--- src/rtl/mul_rr_sched_if.sv ---
// Bundle between the round-robin multiplier scheduler, its requesters,
// the shared pipelined multiplier and the response consumer.
interface mul_rr_sched_if #(
    parameter int DATA_WIDTH = 7,
    parameter int NREQ       = 4,
    parameter int LATENCY    = 2
);
    localparam int IDW = $clog2(NREQ);
    localparam int CW  = $clog2(LATENCY + 1);

    logic                       hold;
    logic [NREQ-1:0]            req_valid;
    logic [NREQ*DATA_WIDTH-1:0] req_a;
    logic [NREQ*DATA_WIDTH-1:0] req_b;
    logic [NREQ-1:0]            req_ready;
    logic [DATA_WIDTH-1:0]      mul_a;
    logic [DATA_WIDTH-1:0]      mul_b;
    logic [2*DATA_WIDTH-1:0]    mul_q;
    logic                       rsp_valid;
    logic [IDW-1:0]             rsp_id;
    logic [2*DATA_WIDTH-1:0]    rsp_data;
    logic [CW-1:0]              inflight;

    // Scheduler side
    modport slave (
        input  hold, req_valid, req_a, req_b, mul_q,
        output req_ready, mul_a, mul_b, rsp_valid, rsp_id, rsp_data, inflight
    );

    // Environment side: requesters, multiplier and response sink
    modport master (
        output hold, req_valid, req_a, req_b, mul_q,
        input  req_ready, mul_a, mul_b, rsp_valid, rsp_id, rsp_data, inflight
    );
endinterface

--- src/rtl/mul_rr_sched.sv ---
// Round-robin scheduler sharing one pipelined multiplier among NREQ
// requesters. One operand pair is granted per cycle; a tag pipe matching
// the multiplier latency labels each returning product with its requester.
module mul_rr_sched #(
    parameter int DATA_WIDTH = 7,
    parameter int NREQ       = 4,
    parameter int LATENCY    = 2
) (
    input  logic           clk,
    input  logic           rst_n,
    mul_rr_sched_if.slave  bus
);
    localparam int IDW = $clog2(NREQ);
    localparam int CW  = $clog2(LATENCY + 1);

    logic [IDW-1:0]              last_q, last_d;
    logic [LATENCY-1:0]          v_q, v_d;
    logic [LATENCY-1:0][IDW-1:0] id_q, id_d;

    logic           found;
    logic           grant;
    logic [IDW-1:0] gnt_id;
    logic [IDW-1:0] cand;

    // Search requesters starting just after the last one served
    always_comb begin
        found  = 1'b0;
        gnt_id = '0;
        cand   = '0;
        for (int unsigned k = 1; k <= NREQ; k++) begin
            cand = IDW'((32'(last_q) + k) % NREQ);
            if (!found && bus.req_valid[cand]) begin
                found  = 1'b1;
                gnt_id = cand;
            end
        end
    end

    assign grant = found && !bus.hold;

    // One-hot ready and operand mux toward the multiplier
    always_comb begin
        bus.req_ready = '0;
        bus.mul_a     = '0;
        bus.mul_b     = '0;
        if (grant) begin
            bus.req_ready[gnt_id] = 1'b1;
            for (int unsigned i = 0; i < NREQ; i++) begin
                if (IDW'(i) == gnt_id) begin
                    bus.mul_a = bus.req_a[i*DATA_WIDTH +: DATA_WIDTH];
                    bus.mul_b = bus.req_b[i*DATA_WIDTH +: DATA_WIDTH];
                end
            end
        end
    end

    // Next state: pointer advances on transfer, tag pipe shifts every edge
    always_comb begin
        last_d   = grant ? gnt_id : last_q;
        v_d      = '0;
        id_d     = '0;
        v_d[0]   = grant;
        id_d[0]  = gnt_id;
        for (int unsigned k = 1; k < LATENCY; k++) begin
            v_d[k]  = v_q[k-1];
            id_d[k] = id_q[k-1];
        end
    end

    // State registers; reset drops every tag so pending products are never reported
    always_ff @(posedge clk or negedge rst_n) begin
        if (!rst_n) begin
            last_q <= IDW'(NREQ - 1);
            v_q    <= '0;
            id_q   <= '0;
        end else begin
            last_q <= last_d;
            v_q    <= v_d;
            id_q   <= id_d;
        end
    end

    // Response outputs and in-flight count from the tag pipe
    always_comb begin
        bus.rsp_valid = v_q[LATENCY-1];
        bus.rsp_id    = id_q[LATENCY-1];
        bus.rsp_data  = v_q[LATENCY-1] ? bus.mul_q : '0;
        bus.inflight  = '0;
        for (int unsigned k = 0; k < LATENCY; k++) begin
            bus.inflight = bus.inflight + CW'(v_q[k]);
        end
    end
endmodule

--- src/flat_wrapper.sv ---
// flat-port wrapper written by rule: the top's interface ports become plain ports
module mul_rr_sched_flat 
#(
    parameter int DATA_WIDTH = 7,
    parameter int NREQ       = 4,
    parameter int LATENCY    = 2
)
  (clk, rst_n, bus_hold, bus_req_valid, bus_req_a, bus_req_b, bus_mul_q, bus_req_ready, bus_mul_a, bus_mul_b, bus_rsp_valid, bus_rsp_id, bus_rsp_data, bus_inflight);
  mul_rr_sched_if #(.DATA_WIDTH(DATA_WIDTH), .NREQ(NREQ), .LATENCY(LATENCY)) bus_i ();
  input  logic clk;
  input  logic rst_n;
  input wire logic [$bits(bus_i.hold)-1:0] bus_hold;
  input wire logic [$bits(bus_i.req_valid)-1:0] bus_req_valid;
  input wire logic [$bits(bus_i.req_a)-1:0] bus_req_a;
  input wire logic [$bits(bus_i.req_b)-1:0] bus_req_b;
  input wire logic [$bits(bus_i.mul_q)-1:0] bus_mul_q;
  output wire logic [$bits(bus_i.req_ready)-1:0] bus_req_ready;
  output wire logic [$bits(bus_i.mul_a)-1:0] bus_mul_a;
  output wire logic [$bits(bus_i.mul_b)-1:0] bus_mul_b;
  output wire logic [$bits(bus_i.rsp_valid)-1:0] bus_rsp_valid;
  output wire logic [$bits(bus_i.rsp_id)-1:0] bus_rsp_id;
  output wire logic [$bits(bus_i.rsp_data)-1:0] bus_rsp_data;
  output wire logic [$bits(bus_i.inflight)-1:0] bus_inflight;
  assign bus_i.hold = bus_hold;
  assign bus_i.req_valid = bus_req_valid;
  assign bus_i.req_a = bus_req_a;
  assign bus_i.req_b = bus_req_b;
  assign bus_i.mul_q = bus_mul_q;
  assign bus_req_ready = bus_i.req_ready;
  assign bus_mul_a = bus_i.mul_a;
  assign bus_mul_b = bus_i.mul_b;
  assign bus_rsp_valid = bus_i.rsp_valid;
  assign bus_rsp_id = bus_i.rsp_id;
  assign bus_rsp_data = bus_i.rsp_data;
  assign bus_inflight = bus_i.inflight;
  mul_rr_sched #(.DATA_WIDTH(DATA_WIDTH), .NREQ(NREQ), .LATENCY(LATENCY)) u_core (.clk(clk), .rst_n(rst_n), .bus(bus_i));
endmodule
--- config.mk ---
export PLATFORM = sky130hd
export DESIGN_NAME = mul_rr_sched_flat
export DESIGN_NICKNAME = d
export VERILOG_FILES = /design/src/rtl/mul_rr_sched_if.sv /design/src/rtl/mul_rr_sched.sv /design/src/flat_wrapper.sv
export SDC_FILE = /design/constraint.sdc
export NUM_CORES = 1
export LEC_CHECK = 0
export ABC_CLOCK_PERIOD_IN_PS = 1850
export BUFFER_PORTS_ARGS = -buffer_cell sky130_fd_sc_hd__buf_2
export CORE_ASPECT_RATIO = 0.8
export CORE_MARGIN = 3
export CORE_UTILIZATION = 28
export CTS_BUF_LIST = sky130_fd_sc_hd__clkbuf_8 sky130_fd_sc_hd__clkbuf_16
export DETAILED_ROUTE_END_ITERATION = 7
export PLACE_DENSITY = 0.76
export SETUP_SLACK_MARGIN = 0.4
export SYNTH_ARGS = -nofsm -noshare
export SYNTH_HDL_FRONTEND = slang
export SYNTH_SLANG_ARGS = --single-unit
--- constraint.sdc ---
create_clock -name clk -period 1.85 [get_ports clk]
set_input_delay 0.2775 -clock clk [delete_from_list [all_inputs] [get_ports clk]]
set_output_delay 0.2775 -clock clk [all_outputs]
set_load 0.01 [all_outputs]
==> metrics.txt, run 1 <==
Setup Skew 0.00639 ns; DRT Pass-1 Iters 4; Area Growth Syn to Fin 117%; Inserted Diodes 0; Clock Sinks 8; initial antenna violation count 0; syn nets ~180; Sw Pwr just under 500 uW; total of max-cap violations 0; crit path cell chain nand2b_4 > o21ai_2 > a211oi_4 > buf_6 > buf_12 > mux2i_1 > o22ai_1 > buf_2; maximum clock path buffer count 2; critical path class flop to output port; min cycle time layout 2.23 ns; worst hold path type input pin to flop; Die W approximately 68 um; Final Setup Violations 18; slowest cell delay on critical path about 0.54 ns; register area share after synthesis roughly 23%; first-pass GRT wire length just over 5000 um; Sw Ratio between 30% and 40%; pwr/cell area between 700 and 800 nW/um2; Startpoint Class flop; Pwr Total about 1300 uW; Synth area leader mux2i_1; Reg power frac approximately 17%; placed insts between 200 and 300; failing checks negative setup slack; Max Fclk 448 MHz; total core area roughly 2900 um2; CTS H-tree lvls 1; R2R Path End u_core.last_q[0]; pin count of the biggest net entering global routing 17; FF/Latch Area between 200 and 250 um2; multi-input logic area between 700 and 800 um2; CP Capture Type output port; Die Ht approximately 56 um; Post-Syn Area per Cell 8.99 um2; reg-to-reg setup timing slack between 0.2 and 0.25 ns; TritonCTS buffer count 3; post-route DRC violation count 0; crit path to bus_mul_b[1]; worst path bufs/invs 3; CP Depth 8; post-route ant nets 0; post-synth top area share roughly a third; RR Startpoint u_core.last_q[0]; Logic pwr share between 60% and 70%; vias in the first global route approximately 1200; Slew HR 74.4%; Reg2Reg Depth 8; I/O pin cnt around 110; port buffer count between 100 and 150; Final #Nets ~310; synth warn 0; Worst Path Max Fanout 8; insertion delay of the later-clocked pin in the worst-skew pair 0.23 ns; Initial Utilization just over 30%; setup tns final -5.66 ns; Tcrit/Tclk final 121%; Synth area leaders mux2i_1, dfrtp_1, o22ai_1; Root Buffer clkbuf_8; Crit. Startpoint u_core.last_q[0]; maximum VDD drop roughly 300 uV; Unique masters post-synth 23; Total GRT Usage between 10% and 20%; status complete, but fails checks; share of post-route cells with drive strength above 1 between 70 and 80%; final estimated routing congestion in global placement 0.762; Iteration-0 DRC Markers 59; Via density 4.80; row count 17; via count between 1000 and 1500; unrepaired setup endpoints after global routing true; Layout Cells excl Fill 271; final WL 3700 um; Slowest cell on crit path dfstp_2; Clock Power Share around 16%; CP delay by family, top flip-flops; Required @ worst endpoint 1.57 ns; Mapped Cells 97; fillcell total about 240; cell area after synthesis ~870 um2; Die ar. roughly 3800 um2; CTS tree done; P_leak ~0.0011 uW; Worst Tran Pin Value between 0.3 and 0.4 ns; crit path DAT between 1.5 and 2 ns; final-report hold violation count 0; WL per Instance ~14 um; Pint 861 uW; clock-pin slew on the worst setup and hold paths 0.04 ns; max-slew violation count 0; worst setup margin -0.383 ns; GRT overflow 0; DP HPWL 2820 um; FF+latch count, synth 8
area by class of cell:
cell class	instances	share of cell area, %
tap	38	2.51
clock inverter	1	0.198
multi-input combinational	80	39.6
sequential	8	10.8
inverter	3	0.594
timing repair buffer	138	44.2
clock buffer	3	2.18
through the flow:
step,util [%],setup slack [ns],cell area (um2),hold WS (ns)
6_report,66.0,-0.383,1900,0.246
5_1_grt,66.0,-0.472,1900,0.247
4_1_cts,62.5,-0.384,1800,0.233
3_5_place_dp,56.6,-0.172,1620,0.122
3_3_place_gp,56.6,-0.0870,1620,0.119
2_1_floorplan,-,0.0638,948,-0.0181
repair_timing:
| action | 4_1_cts | 5_1_grt |
|---|---|---|
| resized for setup | 12 | 15 |
| gates cloned | 1 | 1 |
| endpoints found under the hold margin | 6 | 0 |
| setup endpoints to repair | 21 | 22 |
| pin swaps | 2 | 5 |
| hold buffers | 1 | 0 |
| buffers inserted | 6 | 4 |
sequential cells by signal, summed over array words and instances, names as in the netlist:
register and count:
u_core.bus.rsp_id 2, u_core.id_d 2, u_core.last_q 2, u_core.v_q 2
worst register-to-register path: cells and delay by family (launching register included):
family / cells / cell delay, ns
DFF: 1 / 0.54
buffers and inverters: 3 / 0.44
AOI/OAI and AO/OA: 3 / 0.39
and+or+nand+nor: 2 / 0.20
worst min-delay path by stage:
stage	end	cells after the start	startpoint
after floorplan	u_core.bus.rsp_id[0]	0	rst_n
after global placement	u_core.v_q[1]	1	rst_n
after detailed placement	u_core.bus.rsp_id[1]	1	rst_n
after CTS	u_core.v_q[0]	2	bus_hold
after global routing	u_core.v_q[0]	2	bus_hold
final	u_core.v_q[0]	2	bus_hold
cells by family after synthesis:
group	share of synthesized area, %
AND/OR/NAND/NOR	17.9
adder cells (fa/ha/maj)	1.43
multiplexers	32.1
AO/OA/AOI/OAI	18.9
buffers and inverters	6.31
flip-flops	23.2
power by group through the flow:
stage	Clock [uW]	Combinational (uW)	Sequential, uW
after floorplan	0	423	237
after global routing	227	961	238
after global placement	0	697	234
after CTS	217	820	234
final	211	898	234
after detailed placement	0	704	236
cells in the final DEF, fill, tap and decap left out:
master | netlist | final
nor2_4 | 0 | 1
nand2_4 | 0 | 1
buf_2 | 2 | 112
nor2_2 | 1 | 4
a21oi_2 | 2 | 2
nor3_1 | 1 | 1
and2_1 | 14 | 14
dfrtp_1 | 6 | 5
buf_16 | 0 | 1
mux2i_4 | 0 | 3
dlygate4sd3_1 | 0 | 1
o22ai_2 | 0 | 6
inv_2 | 0 | 1
clkbuf_8 | 0 | 3
nand2_2 | 1 | 1
inv_1 | 3 | 3
o21ai_2 | 1 | 1
o21ai_0 | 1 | 1
nand2b_1 | 4 | 3
nand2_8 | 0 | 1
ha_1 | 1 | 1
nand2b_4 | 0 | 1
o22ai_1 | 15 | 9
dfstp_2 | 2 | 2
dfrtp_2 | 0 | 1
mux2i_2 | 0 | 4
buf_4 | 1 | 13
a21oi_1 | 1 | 1
a211oi_4 | 1 | 1
o21a_1 | 2 | 2
nor2_1 | 5 | 1
buf_6 | 2 | 9
mux2i_1 | 28 | 21
buf_12 | 0 | 2
per-layer routing:
metal	vias to the layer above	global-route usage (%)	part of all wire, %
li1	628	-	-
met1	590	19.9	34
met2	83	32.2	55
met3	0	3.84	11
met4	0	2.55	0
met5	-	0	0
cell usage after synthesis:
cell	n
mux2i_1	28
o22ai_1	15
and2_1	14
dfrtp_1	6
nor2_1	5
nand2b_1	4
inv_1	3
a21oi_2	2
buf_2	2
buf_6	2
dfstp_2	2
nand2_1	2
o21a_1	2
a211oi_4	1
a21oi_1	1
buf_4	1
clkbuf_1	1
ha_1	1
nand2_2	1
nor2_2	1
nor3_1	1
o21ai_0	1
o21ai_2	1
(Power assumes the default switching activity.)
==> run 2: changes to the inputs <==
--- a/config.mk
+++ b/config.mk
@@ -10,7 +10,7 @@
 export CORE_ASPECT_RATIO = 0.8
 export CORE_MARGIN = 3
 export CORE_UTILIZATION = 28
-export CTS_BUF_LIST = sky130_fd_sc_hd__clkbuf_8 sky130_fd_sc_hd__clkbuf_16
+export CTS_BUF_LIST = sky130_fd_sc_hd__clkbuf_16
 export DETAILED_ROUTE_END_ITERATION = 7
 export PLACE_DENSITY = 0.76
 export SETUP_SLACK_MARGIN = 0.4
==> run 2 against run 1 <==
Compared with the run above:
- the flow still finishes with violations (negative setup slack)
- sequential power about the same
- critical endpoint unchanged
- clock skew shrank 0.0015 ns
- worst hold slack lost 0.0015 ns
- final cell count rose by 0.37%
- flip-flop and latch count unchanged
- register-to-register slack got worse by 0.10 ns
==> metrics.txt, run 2 (synthesis gave the netlist of run 1 again) <==
commonest non-fill, non-tap cell in the layout buf_2 (unchanged); post-route DRC violation count 0 (unchanged); row count 17 (unchanged); Logic pwr share 60.1% (was 66.9%); critical path class flop to output port (unchanged); clock-pin slew on the worst setup and hold paths 0.04 ns (about the same); crit path DAT 1.96 ns (about the same); Max Fclk 447 MHz (was 448 MHz); Worst Tran Pin Value 0.378 ns (was 0.380 ns); Die W 68.4 um (unchanged); insertion delay of the later-clocked pin in the worst-skew pair 0.23 ns (about the same); Die ar. 3820 um2 (unchanged); Final #Nets 313 (was 312); placed cell areas 1620 um2 (unchanged); Clock Power Share 24.3% (was 15.7%); Pint 1000 uW (was 861 uW); CP Capture Type output port (unchanged); Required @ worst endpoint 1.57 ns (about the same); pin count of the biggest net entering global routing 17 (unchanged); Area Growth Syn to Fin 120% (was 117%); DP HPWL 2820 um (unchanged); fin area 1920 um2 (was 1900 um2); status complete, but fails checks (unchanged); setup tns final -5.97 ns (was -5.66 ns); total core area 2870 um2 (unchanged); final estimated routing congestion in global placement 0.762 (unchanged); WL per Instance 13.7 um (was 13.6 um); DRT Pass-1 Iters 4 (unchanged); TritonCTS buffer count 3 (unchanged); share of post-route cells with drive strength above 1 71.4% (was 73.0%); final-report hold violation count 0 (unchanged); Clock Sinks 8 (unchanged); Die Ht 55.9 um (unchanged); Layout Cells excl Fill 272 (was 271); maximum VDD drop 392 uV (was 298 uV); Tcrit/Tclk final 121% (about the same); Root Buffer clkbuf_16 (was clkbuf_8); first-pass GRT wire length 5220 um (was 5190 um); GRT overflow 0 (unchanged); placed insts 254 (unchanged); Inserted Diodes 0 (unchanged); maximum clock path buffer count 2 (unchanged); worst hold path type input pin to flop (unchanged); min cycle time layout 2.24 ns (was 2.23 ns); max-slew violation count 0 (unchanged); Pwr Total 1490 uW (was 1340 uW); vias in the first global route 1214 (was 1204); via count 1292 (was 1301); I/O pin cnt 114 (unchanged); Reg power frac 15.7% (was 17.4%); initial antenna violation count 0 (unchanged); P_leak 0.00108 uW (was 0.00105 uW); CTS tree done (unchanged); final WL 3720 um (was 3700 um); Sw Ratio 33.0% (was 35.9%); pwr/cell area 779 nW/um2 (was 708 nW/um2); Via density 4.75 (was 4.80); Total GRT Usage 17.5% (was 17.3%); worst setup margin -0.389 ns (was -0.383 ns); unrepaired setup endpoints after global routing true (unchanged); Sw Pwr 493 uW (was 482 uW); WHS 0.245 ns (was 0.246 ns); Initial Utilization 30.4% (unchanged); total of max-cap violations 0 (unchanged); Worst Path Max Fanout 8 (unchanged); Final Setup Violations 18 (unchanged); Iteration-0 DRC Markers 73 (was 59); failing checks negative setup slack (unchanged); post-route ant nets 0 (unchanged); port buffer count 113 (unchanged); Setup Skew 0.00489 ns (was 0.00639 ns); CTS H-tree lvls 1 (unchanged); Startpoint Class flop (unchanged); Slew HR 74.6% (was 74.4%); most frequent cells in the layout buf_2, mux2i_1, and2_1 (unchanged)
==> run 2: cell types whose count changed in the layout (fill, tap and decap cells not counted) <==
cell,change
mux2i_2,-2
buf_12,+1
clkbuf_8,-3
mux2i_4,-2
mux2i_1,+4
clkbuf_16,+3
==> run 2: worst paths after layout <==
path                                  startpoint                    to  slack (ns)  cells after the start
worst min-delay path                    bus_hold         u_core.v_q[0]        0.24                      2
worst max-delay path            u_core.last_q[0]          bus_mul_b[1]       -0.39                      8
max in group asynchronous                  rst_n      u_core.last_q[0]        1.19                      2
worst min register to register    u_core.id_d[2]  u_core.bus.rsp_id[0]        0.34                      0
worst max register to register  u_core.last_q[0]      u_core.last_q[0]        0.11                      9
min in group asynchronous                  rst_n         u_core.v_q[0]        0.42                      2
==> run 2: layout make-up <==
class / instances / area [um2]
Fill cell: 238 / 955
Timing Repair Buffer: 139 / 857
Tap cell: 38 / 47.5
Sequential cell: 8 / 204
Inverter: 3 / 11.3
Clock inverter: 1 / 3.75
Multi-Input combinational cell: 80 / 718
Clock buffer: 3 / 75.1
==> run 2: repair_timing <==
action                                  4_1_cts  5_1_grt
pin swaps                                     2        4
buffers inserted                              6        5
endpoints found under the setup margin       21       22
hold buffers                                  1        0
gates resized for setup                      12        9
gates cloned                                  1        1
hold endpoints to repair                      6        0
==> run 2: stage by stage <==
step,setup WS (ns),utilization (%)
6_report,-0.389,66.8
5_1_grt,-0.471,66.8
4_1_cts,-0.387,63.7
3_5_place_dp,-0.172,56.6
3_3_place_gp,-0.0870,56.6
2_1_floorplan,0.0638,-
==> run 2: critical path, stage by stage, from the launching register on <==
cell and delay [ns]:
dfstp_2 0.53, nand2b_4 0.13, o21ai_2 0.06, a211oi_4 0.24
buf_6 0.17, buf_12 0.14, mux2i_1 0.21, o22ai_1 0.10
buf_2 0.14
==> run 2: per-layer routing <==
| layer | part of all wire, % | vias to the layer above | track usage [%] |
|---|---|---|---|
| met5 | 0 | - | 0 |
| met4 | 0 | 0 | 3.40 |
| met3 | 9.4 | 0 | 3.84 |
| met2 | 54 | 72 | 32.1 |
| met1 | 36 | 591 | 20.0 |
| li1 | - | 629 | - |
==> run 2: power groups by stage <==
stage	Sequential, uW	Clock, uW	Combinational, uW
3_3_place_gp	234	0	697
4_1_cts	235	372	820
3_5_place_dp	236	0	704
2_1_floorplan	237	0	423
6_report	234	362	897
5_1_grt	238	383	962
